<file path="config.mk">
export PLATFORM = sky130hd
export DESIGN_NAME = s_to_p_flex_flat
export DESIGN_NICKNAME = d
export VERILOG_FILES = /design/src/rtl/s_to_p_flex_if.sv /design/src/rtl/s_to_p_flex.sv /design/src/flat_wrapper.sv
export SDC_FILE = /design/constraint.sdc
export NUM_CORES = 1
export LEC_CHECK = 0
export ABC_AREA = 1
export CORE_MARGIN = 1.5
export CORE_UTILIZATION = 54
export DETAILED_ROUTE_END_ITERATION = 10
export PLACE_DENSITY = 0.81
export SYNTH_ARGS = -nofsm -noshare
export SYNTH_HDL_FRONTEND = slang
export SYNTH_SLANG_ARGS = --single-unit
</file>
<file path="constraint.sdc">
create_clock -name clk -period 2.4 [get_ports clk]
set_clock_uncertainty 0.05 [all_clocks]
set_input_delay 0.24 -clock clk [delete_from_list [all_inputs] [get_ports clk]]
set_output_delay 0.24 -clock clk [all_outputs]
set_load 0.02 [all_outputs]
</file>
<file path="src/rtl/s_to_p_flex_if.sv">
// Beat-in / word-out handshake bundle for s_to_p_flex; S_TO_P_FLEX_LAST_EN adds last_a and cnt_b.
// master = upstream/downstream environment, slave = the converter.
interface s_to_p_flex_if #(
    parameter int DATA_W = 6,
    parameter int IN_W   = 1
);
    logic              valid_a;
    logic [IN_W-1:0]   data_a;
    logic              ready_a;
    logic              valid_b;
    logic              ready_b;
    logic [DATA_W-1:0] data_b;

`ifdef S_TO_P_FLEX_LAST_EN
    localparam int CNT_B_W = $clog2(DATA_W / IN_W + 1);
    logic               last_a;
    logic [CNT_B_W-1:0] cnt_b;

    modport master (output valid_a, data_a, last_a, ready_b,
                    input  ready_a, valid_b, data_b, cnt_b);
    modport slave  (input  valid_a, data_a, last_a, ready_b,
                    output ready_a, valid_b, data_b, cnt_b);
`else
    modport master (output valid_a, data_a, ready_b,
                    input  ready_a, valid_b, data_b);
    modport slave  (input  valid_a, data_a, ready_b,
                    output ready_a, valid_b, data_b);
`endif
endinterface

</file>
<file path="src/rtl/s_to_p_flex.sv">
// Serial-to-parallel packer: gathers BEATS = DATA_W/IN_W beats into one word (optional early end: S_TO_P_FLEX_LAST_EN).
// Latency: word valid 1 cycle after its final beat is accepted; full throughput, no bubbles.
// Backpressure: only the word-completing beat stalls, while a finished word is still waiting on ready_b.
module s_to_p_flex #(
    parameter int DATA_W    = 6,
    parameter int IN_W      = 1,
    parameter int MSB_FIRST = 0
) (
    input  logic          clk,
    input  logic          rst_n,
    s_to_p_flex_if.slave  bus
);
    localparam int BEATS = DATA_W / IN_W;
    localparam int CNT_W = $clog2(BEATS);
    localparam logic [CNT_W-1:0] LAST_CNT = CNT_W'(BEATS - 1);

    logic [CNT_W-1:0]  cnt;
    logic [CNT_W-1:0]  pos;
    logic [DATA_W-1:0] part;
    logic [DATA_W-1:0] word_nxt;
    logic [DATA_W-1:0] data_q;
    logic              valid_q;
    logic              fin;
    logic              take;

`ifdef S_TO_P_FLEX_LAST_EN
    localparam int CB_W = $clog2(BEATS + 1);
    logic [CB_W-1:0] cnt_q;
    assign fin       = (cnt == LAST_CNT) || bus.last_a;
    assign bus.cnt_b = cnt_q;
`else
    assign fin = (cnt == LAST_CNT);
`endif

    // The completing beat may only land once the previous word has drained.
    assign bus.ready_a = rst_n && (!fin || !valid_q || bus.ready_b);
    assign take        = bus.valid_a && bus.ready_a;
    assign bus.valid_b = valid_q;
    assign bus.data_b  = data_q;

    always_comb begin
        pos      = (MSB_FIRST != 0) ? (LAST_CNT - cnt) : cnt;
        word_nxt = part;
        for (int i = 0; i < BEATS; i++) begin
            if (CNT_W'(i) == pos) begin
                word_nxt[i*IN_W +: IN_W] = bus.data_a;
            end
        end
    end

    always_ff @(posedge clk or negedge rst_n) begin
        if (!rst_n) begin
            cnt     <= '0;
            part    <= '0;
            data_q  <= '0;
            valid_q <= 1'b0;
`ifdef S_TO_P_FLEX_LAST_EN
            cnt_q   <= '0;
`endif
        end else if (take && fin) begin
            // part restarts from zero so an early-ended word leaves its tail bits clear.
            data_q  <= word_nxt;
            valid_q <= 1'b1;
            cnt     <= '0;
            part    <= '0;
`ifdef S_TO_P_FLEX_LAST_EN
            cnt_q   <= CB_W'(cnt) + CB_W'(1);
`endif
        end else begin
            if (take) begin
                cnt  <= cnt + CNT_W'(1);
                part <= word_nxt;
            end
            if (valid_q && bus.ready_b) begin
                valid_q <= 1'b0;
            end
        end
    end
endmodule

</file>
<file path="src/flat_wrapper.sv">
// flat-port wrapper written by rule: the top's interface ports become plain ports
module s_to_p_flex_flat 
#(
    parameter int DATA_W    = 6,
    parameter int IN_W      = 1,
    parameter int MSB_FIRST = 0
)
  (clk, rst_n, bus_valid_a, bus_data_a, bus_ready_b, bus_ready_a, bus_valid_b, bus_data_b);
  s_to_p_flex_if #(.DATA_W(DATA_W), .IN_W(IN_W)) bus_i ();
  input  logic clk;
  input  logic rst_n;
  input wire logic [$bits(bus_i.valid_a)-1:0] bus_valid_a;
  input wire logic [$bits(bus_i.data_a)-1:0] bus_data_a;
  input wire logic [$bits(bus_i.ready_b)-1:0] bus_ready_b;
  output wire logic [$bits(bus_i.ready_a)-1:0] bus_ready_a;
  output wire logic [$bits(bus_i.valid_b)-1:0] bus_valid_b;
  output wire logic [$bits(bus_i.data_b)-1:0] bus_data_b;
  assign bus_i.valid_a = bus_valid_a;
  assign bus_i.data_a = bus_data_a;
  assign bus_i.ready_b = bus_ready_b;
  assign bus_ready_a = bus_i.ready_a;
  assign bus_valid_b = bus_i.valid_b;
  assign bus_data_b = bus_i.data_b;
  s_to_p_flex #(.DATA_W(DATA_W), .IN_W(IN_W), .MSB_FIRST(MSB_FIRST)) u_core (.clk(clk), .rst_n(rst_n), .bus(bus_i));
endmodule
</file>
# Word-level counts from Yosys, hierarchy flattened
# Cells that the tools add are included.
# word_totals
regBits	16
latchBits	0
ram_bits	0
mem_bits_ro	0
inputBits	5
out_inout_bits	8
elab_cells	34
n_memories	0
# op_classes
add_sub_neg	1
n_mul	0
div_mod_pow	0
magnitude_cmp	0
eq_ne	6
shift	0
muxes	12
bitwise	0
reduce_logical	11
# op_table
op	n
$mux 6	2
$mux 1	8
$eq 2x3->1 const A	2
$eq 3x3->1 const A	2
$mux 3	2
$logic_and 1x1->1	4
$reduce_bool 2->1	2
$add 3x1->3 const B	1
$eq 1x3->1 const A	1
$eq 3x3->1 const B	1
$logic_not 3->1	1
$logic_not 1->1	2
$logic_or 1x1->1	2

# Logic depth before layout (Yosys ltp)
# Gate-level depths: netlist (run 1).
# depth
ltp_word	8
depth_mapped	8
ltp_nobuf	8

# Worst setup path before layout (run 1)
# Ideal clock, no wire load.
# synth_path
kind	reg2reg
from	register u_core.cnt[1]
to	register u_core.part[0]
setup_ps	121
t_arrival_ps	1138
t_required_ps	2229
path_slack_ps	1091
stages_incl_launch_ff	9
path_buffers	0
period_less_slack_ps	1309
path_cell_list	dfrtp_1 > inv_1 > ha_1 > nand2_2 > clkinv_2 > nand2_1 > nand3_1 > nand2_1 > nand2_1
# synth_between
elab_chain_len	8
word_cells_on_any_way	12
classes_between	eq/ne: 1; mux: 3; reduce/logical: 8
# synth_lines
element	line	source
start: declaration	s_to_p_flex.sv:17	logic [CNT_W-1:0] cnt;
start signal: assignment	s_to_p_flex.sv:71	cnt <= cnt + CNT_W'(1);
$eq 3x3->1	s_to_p_flex.sv:32	assign fin = (cnt == LAST_CNT);
$logic_not 1->1	s_to_p_flex.sv:36	assign bus.ready_a = rst_n && (!fin || !valid_q || bus.ready_b);
$logic_or 1x1->1 (2 in a row)	s_to_p_flex.sv:36	
$logic_and 1x1->1	s_to_p_flex.sv:36	
$logic_and 1x1->1	s_to_p_flex.sv:37	assign take = bus.valid_a && bus.ready_a;
$logic_and 1x1->1	s_to_p_flex.sv:60	end else if (take && fin) begin
$mux 6 or $reduce_bool 2->1 (tied branches)	n/a	
end signal: assignment	s_to_p_flex.sv:72	part <= word_nxt;
end: declaration	s_to_p_flex.sv:19	logic [DATA_W-1:0] part;
# Parallel ways exist; a longest one is shown, timed or not. The select of a mux whose other input is x is not followed.
# A chain may end at the register's enable or synchronous reset.

# Worst setup path after layout (run 1)
# layout_path
from	register u_core.cnt[1]
to	output bus_ready_a
# layout_between
elab_chain_len	5
# layout_lines
element	line	source
$eq 3x3->1	s_to_p_flex.sv:32	
$logic_not 1->1	s_to_p_flex.sv:36	
$logic_or 1x1->1 (2 in a row)	s_to_p_flex.sv:36	
$logic_and 1x1->1	s_to_p_flex.sv:36	
end: declaration	flat_wrapper.sv:15	output wire logic [$bits(bus_i.ready_a)-1:0] bus_ready_a;
# No other way between the ends.

==> results of run 1 <==
## power by group
part / switching, W / total (W) / internal, W
registers: 0.0000620 / 0.000410 / 0.000348
clock network: 0.0000806 / 0.000145 / 0.0000646
logic: 0.000246 / 0.000427 / 0.000181
## sequential cells by signal (all words and copies together) (netlist names)
signal	cells
u_core.bus.valid_b	1
u_core.part	5
u_core.bus.data_b	6
u_core.cnt	3
## cell families (layout without fill, tap and decap cells)
logic type | after synthesis | after routing
AOI/OAI and AO/OA | 15 | 15
adders and majority gates | 5 | 5
buffers and inverters | 13 | 29
DFF | 15 | 15
and+or+nand+nor | 43 | 43
## worst paths after layout
| path | to | from | cells after the start |
|---|---|---|---|
| max reg2reg | u_core.part[3] | u_core.cnt[1] | 8 |
| min | u_core.bus.data_b[2] | rst_n | 2 |
| min in group clk | u_core.part[1] | u_core.part[1] | 2 |
| max | bus_ready_a | u_core.cnt[1] | 5 |
| max in group asynchronous | u_core.part[4] | rst_n | 2 |
| min reg2reg | u_core.part[1] | u_core.part[1] | 2 |
## cells in the final DEF, fill, tap and decap left out, drive strengths merged, types with 2 or more instances in the layout
cell,n
o211ai,3
nand3,2
inv,11
nand2,37
clkbuf,4
o21ai,11
ha,5
or2,3
dfrtp,15
clkdlybuf4s50,12
## routing by layer
metal,global-route usage (%),vias up,part of all wire [%],wire length [um]
met3,3.26,5,4.6,64
met5,0,-,0,0
met4,12.5,0,2.9,41
li1,-,323,-,-
met1,24.4,280,46,647
met2,33.6,16,46,651
## critical path, cell delays in order (launching register included)
cell             delay, ns
dfrtp_1               0.41
inv_1                 0.07
ha_1                  0.21
nand2_2               0.11
o21a_1                0.13
clkdlybuf4s50_1       0.59
## per-stage QoR
| stage | cells | setup WS (ns) | utilization (%) |
|---|---|---|---|
| after detailed placement | 118 | 0.531 | 68.9 |
| after global routing | 122 | 0.241 | 70.8 |
| after global placement | 118 | 0.536 | 68.9 |
| final | 122 | 0.314 | 70.8 |
| after CTS | 122 | 0.308 | 70.8 |
| after floorplan | 91 | 1.09 | - |
## layout make-up
class | instances | area (sq um) | area share, %
sequential | 15 | 375 | 39.7
multi-input combinational | 63 | 350 | 37.1
timing repair buffer | 13 | 128 | 13.5
inverter | 12 | 46.3 | 4.90
clock buffer | 4 | 26.3 | 2.78
tap | 15 | 18.8 | 1.99
==> impl_results.md, run 1 <==
* Status: completed
* Post-route ant nets at 0
* Max-slew violations at 0
* Number of flops mapped to enable cells by yosys at 0
* Fillers at 115
* Slew of the pin with the lowest slew margin at 0.316 ns
* Top-Level Pins at 13
* Post-synthesis compound-gate area fraction at 12.3%
* PortBufs at 12
* Drt first pass iters at 4
* Max-cap check violation count at 0
* Pwr Density at 1040 nW/um^2
* IR drop worst, VDD at 652 uV
* Drt first-iter violations at 7
* Crit path time final at 2.09 ns
* Final hold vios at 0
* Syn Std Cell Area at 783 sq um
* Starting Density at 58.7%
* Post-synth ARST share at 100%
* CTS tree: yes
* Setup slack, reg-to-reg at 0.85 ns
* CTS Sinks at 15
* Placed Instance Area at 918 sq um
* Hold Crit Class: input pin to async pin
* Vias per inst at 5.11
* Synth warn at 0
* Commonest cells post-synth: nand2_1 (36), dfrtp_1 (15), inv_1 (10)
* CP Max Fanout at 4
* Total power at 0.000982 W
* Worst EP required at 2.11 ns
* Tcrit/Tclk final at 86.9%
* RSZ-0062 raised after global routing: no
* Synth Instances at 91
* Leading area contributor after synthesis: dfrtp_1
* Die Y at 41.1 um
* Vias in the first global route at 523
* Num CTS Buffers at 3
* Count leader, synth: nand2_1
* Share of Yosys cell area claimed by the top area cell type at 47.9%
* DRC Markers at 0
* Share of cells above drive strength 1 at 11.2%
* Worst skew pair latency at 0.28 ns
* Antenna violations before repair at 0
* DRT Wirelength at 1400 um
* Global-route wire length before repair at 2150 um
* Simple-gate share of the synthesized area at 24.4%
* Largest net degree at the start of global routing at 19
* Max-Slew Margin vs Limit at 78.9%
* Post-synthesis xor/xnor area fraction at 0%
* CTS HTree Levels at 1
* Core area at 1330 sq um
* Synthesized net count at 101
* Largest family of logic cells by synthesized area: simple AND/OR/NAND/NOR gates
* Die Area at 1690 sq um
* Detail Placement HPWL at 1080 um
* Critical Path End Type: output port
* Setup TNS at 0 ns
* Number of diodes at 0
* Dominant cells by area after synthesis: dfrtp_1 (48%), nand2_1 (17%), ha_1 (8.0%)
* Final global-route overflow total at 0
* Pleak at 0.493 nW
* WL/cell at 11.5 um
* Setup Buffers After CTS at 0
* Highest clock rate at 479 MHz
* Area Overhead vs Synth at 20.6%
* Multiplexer share of the synthesized area at 0%
* Yosys reg bits at 15
* Clock tree buffer depth at 2
* All-Layer GR Usage at 20.4%
* Clk pin slew, worst setup/hold paths at 0.09 ns
* Vias at 624
* Post-synthesis sequential area ratio at 47.9%
* Setup violators final at 0
* CTS Root Cell: clkbuf_4
* Most used DFF post-synth: dfrtp_1
* Worst Setup Start Kind: register
* # resized after CTS at 0
* Mean Syn Cell Area at 8.61 sq um
* Design area at 945 sq um
* Post-Synth Adder-Cell Area at 7.99%
* Crit path DAT at 1.80 ns
* # hold bufs at CTS at 0
* Die W at 41.1 um
* Final net count at 118
* Placer congestion estimate at 0.806
* Critical setup path kind: register to output port
* Hold slack at 0.260 ns
* Post-synth cell types at 18
* FP Rows at 13
Note: power is estimated with default switching activity, not from simulation.
==> inputs of run 2 (changes only) <==
- ABC_CLOCK_PERIOD_IN_PS: not set -> 2400
- CORE_UTILIZATION: 54 -> 50
- PLACE_DENSITY: 0.81 -> 0.76
==> run 2 against run 1 <==
- clock power about the same
- critical path depth unchanged
- die area increased by 7.4%
- critical endpoint unchanged
- highest routed layer unchanged
==> impl_results.md, run 2 (synthesis gave the netlist of run 1 again) <==
* Vias at 594
* FP Rows at 14
* Number of diodes at 0
* Drt first pass iters at 4
* Pleak at 0.493 nW
* Core area at 1490 sq um
* Commonest non-fill, non-tap cell in the layout: nand2_1
* Worst EP required at 2.11 ns
* RSZ-0062 raised after global routing: no
* CP Max Fanout at 4
* DRC Markers at 0
* Top-Level Pins at 13
* Worst Setup Start Kind: register
* Clk pin slew, worst setup/hold paths at 0.09 ns
* M1 WL at 691 um
* Vias in the first global route at 556
* Slew of the pin with the lowest slew margin at 0.326 ns
* Starting Density at 52.6%
* Highest clock rate at 485 MHz
* Setup TNS at 0 ns
* Routed wl met3 at 63 um
* IR drop worst, VDD at 652 uV
* Final net count at 118
* Footprint of the multi-input gates at 350 sq um
* Global-route wire length before repair at 2380 um
* DR WL met2 at 587 um
* Max-cap check violation count at 0
* # resized after CTS at 0
* WL/cell at 11.0 um
* Post-route ant nets at 0
* Pwr Density at 1030 nW/um^2
* Max reg flops at 6
* Most frequent cells in the layout: nand2_1 (36), dfrtp_1 (15), clkdlybuf4s50_1 (12)
* Status: completed
* Hold Crit Class: input pin to async pin
* Die Y at 42.6 um
* Highest metal layer with signal wires: met4
* Vias per inst at 4.83
* Largest net degree at the start of global routing at 19
* Max-slew violations at 0
* CTS Root Cell: clkbuf_4
* Share of cells above drive strength 1 at 11.2%
* # hold bufs at CTS at 0
* Setup Buffers After CTS at 0
* Drt first-iter violations at 7
* Clock tree buffer depth at 2
* Worst skew pair latency at 0.28 ns
* Area Overhead vs Synth at 20.8%
* Critical Path End Type: output port
* Crit path DAT at 1.77 ns
* CTS Sinks at 15
* Final global-route overflow total at 0
* Fillers at 131
* Placer congestion estimate at 0.811
* Setup violators final at 0
* Reg area at 375 sq um
* Max-Slew Margin vs Limit at 78.2%
* PortBufs at 12
* Critical setup path kind: register to output port
* All-Layer GR Usage at 17.4%
* Die Area at 1810 sq um
* Detail Placement HPWL at 1010 um
* Hold slack at 0.263 ns
* CTS HTree Levels at 1
* Tcrit/Tclk final at 86.0%
* Die W at 42.6 um
* Antenna violations before repair at 0
* DRT Wirelength at 1360 um
* Crit path time final at 2.06 ns
* CTS tree: yes
* Final hold vios at 0
* Num CTS Buffers at 3
-- run 2: cell counts in the layout (fill, tap and decap cells not counted) --
No cell type changed its count.
-- run 2: per-layer routing --
layer	vias to the layer above	track usage, %
li1	320	-
met1	260	23.9
met2	12	26.8
met3	2	4.74
met4	0	5.63
met5	-	0
-- run 2: area by class of cell --
class	instances	share of cell area [%]
clock buffer	4	2.78
inverter	12	4.89
multi-input combinational	63	37.0
sequential	15	39.7
tap	16	2.12
timing repair buffer	13	13.5
-- run 2: critical path, cell delays in order (launching register included) --
cell	delay (ns)
dfrtp_1	0.39
inv_1	0.07
ha_1	0.21
nand2_2	0.10
o21a_1	0.12
clkdlybuf4s50_1	0.59
-- run 2: path summary, 6_finish.rpt --
| kind | from | depth (start not counted) | to | slack [ns] |
|---|---|---|---|---|
| worst min register to register | u_core.part[2] | 2 | u_core.part[2] | 0.43 |
| min in group clk | u_core.part[2] | 2 | u_core.part[2] | 0.43 |
| worst max register to register | u_core.cnt[1] | 8 | u_core.part[1] | 0.87 |
| worst max-delay path | u_core.cnt[1] | 5 | bus_ready_a | 0.34 |
| worst min-delay path | rst_n | 2 | u_core.bus.data_b[0] | 0.26 |
| max in group asynchronous | rst_n | 2 | u_core.cnt[1] | 1.84 |
-- run 2: per-stage QoR --
| step | power [W] | instances | setup slack (ns) | utilization (%) | instance area, sq um |
|---|---|---|---|---|---|
| after floorplan | 0.000687 | 91 | 1.09 | - | 783 |
| after global placement | 0.000820 | 119 | 0.534 | 61.8 | 920 |
| after detailed placement | 0.000837 | 119 | 0.518 | 61.8 | 920 |
| after CTS | 0.000977 | 123 | 0.333 | 63.5 | 946 |
| after global routing | 0.00106 | 123 | 0.243 | 63.5 | 946 |
| final | 0.000973 | 123 | 0.336 | 63.5 | 946 |
-- run 2: report_power, final --
group          leakage, nW  internal [W]  switching [W]  total [W]
clock network       0.0150     0.0000645      0.0000795   0.000144
registers            0.196      0.000348      0.0000579   0.000406
logic                0.282      0.000181       0.000242   0.000424
==> inputs of run 3 (changes only) <==
- DONT_BUFFER_PORTS: not set -> 1
- PLACE_DENSITY: 0.76 -> not set
- TNS_END_PERCENT: not set -> 100
==> run 3 against run 2 <==
- critical path depth is 1 lower
- sequential share of layout area grew 5.6 points
- largest cell class unchanged
- setup slack gained 0.47 ns
==> impl_results.md, run 3 (synthesis gave the netlist of run 1 again) <==
* CTS Root Cell: clkbuf_4
* Worst Setup EP: bus_ready_a
* Core area at 1490 sq um
* Cells after DPL at 106
* Drt first pass iters at 3
* Hold Crit Class: input pin to register
* Tcrit/Tclk final at 66.4%
* Top-Level Pins at 13
* Setup violators final at 0
* # hold bufs at CTS at 1
* All-Layer GR Usage at 17.5%
* Pleak at 0.451 nW
* Die W at 42.6 um
* Setup TNS at 0 ns
* CTS tree: yes
* Largest net degree at the start of global routing at 16
* Setup Buffers After CTS at 0
* RSZ-0062 raised after global routing: no
* Crit path time final at 1.59 ns
* Global-route wire length before repair at 2300 um
* # resized after CTS at 0
* Die Area at 1810 sq um
* Final net count at 106
* Fillers at 129
* Post-route ant nets at 0
* Critical Path End Type: output port
* CTS HTree Levels at 1
* Fin cells at 111
* Most frequent cells in the layout: nand2_1 (36), dfrtp_1 (15), inv_1 (10)
* Highest clock rate at 628 MHz
* Reg-to-reg startpoint: u_core.cnt[1]
* Crit path DAT at 1.30 ns
* Status: completed
* DRC Markers at 0
* Area Overhead vs Synth at 5.91%
* Pwr Density at 1060 nW/um^2
* Slew of the pin with the lowest slew margin at 0.659 ns
* Clock tree buffer depth at 2
* CP Max Fanout at 4
* Critical setup path kind: register to output port
* Max-Slew Margin vs Limit at 55.9%
* WL/cell at 10.9 um
* Reg-to-reg endpoint: u_core.part[0]
* Reg2Reg Depth at 8
* Max reg flops at 6
* Worst EP required at 2.11 ns
* IR drop worst, VDD at 488 uV
* Worst skew pair latency at 0.29 ns
* Worst Setup Start Kind: register
* Clk pin slew, worst setup/hold paths at 0.09 ns
* Final global-route overflow total at 0
* Die Y at 42.6 um
* Vias in the first global route at 541
* Antenna violations before repair at 0
* FP Rows at 14
* Max-cap check violation count at 0
* Commonest non-fill, non-tap cell in the layout: nand2_1
* CP startpoint: u_core.cnt[1]
* CTS Sinks at 15
* Final hold vios at 0
* Max-slew violations at 0
* Placer congestion estimate at 0.817
* Num CTS Buffers at 3
* Vias at 547
* PortBufs at 0
* DRT Wirelength at 1220 um
* Starting Density at 52.6%
* Drt first-iter violations at 10
* Setup slack, reg-to-reg at 0.91 ns
* Detail Placement HPWL at 926 um
* Number of diodes at 0
* Share of cells above drive strength 1 at 12.6%
* Vias per inst at 4.93
run 3: layout make-up:
cell class	count	area [sq um]	area share, %
sequential	15	375	45.2
multi-input combinational	63	350	42.2
inverter	12	46.3	5.58
clock buffer	3	22.5	2.71
tap	16	20.0	2.41
timing repair buffer	1	10.0	1.21
clock inverter	1	5.00	0.603
run 3: critical path, stage by stage, from the launching register on:
cell and delay [ns]:
dfrtp_1 0.41, inv_1 0.09, ha_1 0.17, nand2_2 0.08, o21a_1 0.27
run 3: worst min path at each step:
stage	slack, ns	to	depth (start not counted)	startpoint
6_report	0.03	u_core.bus.data_b[5]	2	bus_data_a
5_1_grt	0.02	u_core.bus.data_b[5]	2	bus_data_a
4_1_cts	0.02	u_core.bus.data_b[5]	2	bus_data_a
3_5_place_dp	-0.11	u_core.bus.data_b[1]	0	rst_n
3_3_place_gp	-0.11	u_core.bus.data_b[2]	0	rst_n
2_1_floorplan	-0.11	u_core.bus.data_b[0]	0	rst_n
run 3: per-stage QoR:
stage,total power (W),utilization [%],setup WS (ns),hold slack [ns],instance area [sq um]
2_1_floorplan,0.000687,-,1.09,-0.106,783
3_3_place_gp,0.000737,53.2,0.942,-0.105,792
3_5_place_dp,0.000744,53.2,0.905,-0.105,792
4_1_cts,0.000893,55.7,0.790,0.0239,830
5_1_grt,0.000979,55.7,0.706,0.0164,830
6_report,0.000880,55.7,0.806,0.0285,830
run 3: power by group:
part	internal, W	switching (W)
clock network	0.0000620	0.0000781
logic	0.000109	0.000169
registers	0.000348	0.000114
total	0.000518	0.000362
run 3: routing by layer:
layer  global-route usage, %  share of wire [%]  wire [um]  vias to the layer above
li1                        -                  -          -                      295
met1                    22.4                 50        612                      235
met2                    25.5                 42        508                       15
met3                    9.05                6.8         83                        2
met4                    5.63               0.82         10                        0
met5                       0                  0          0                        -
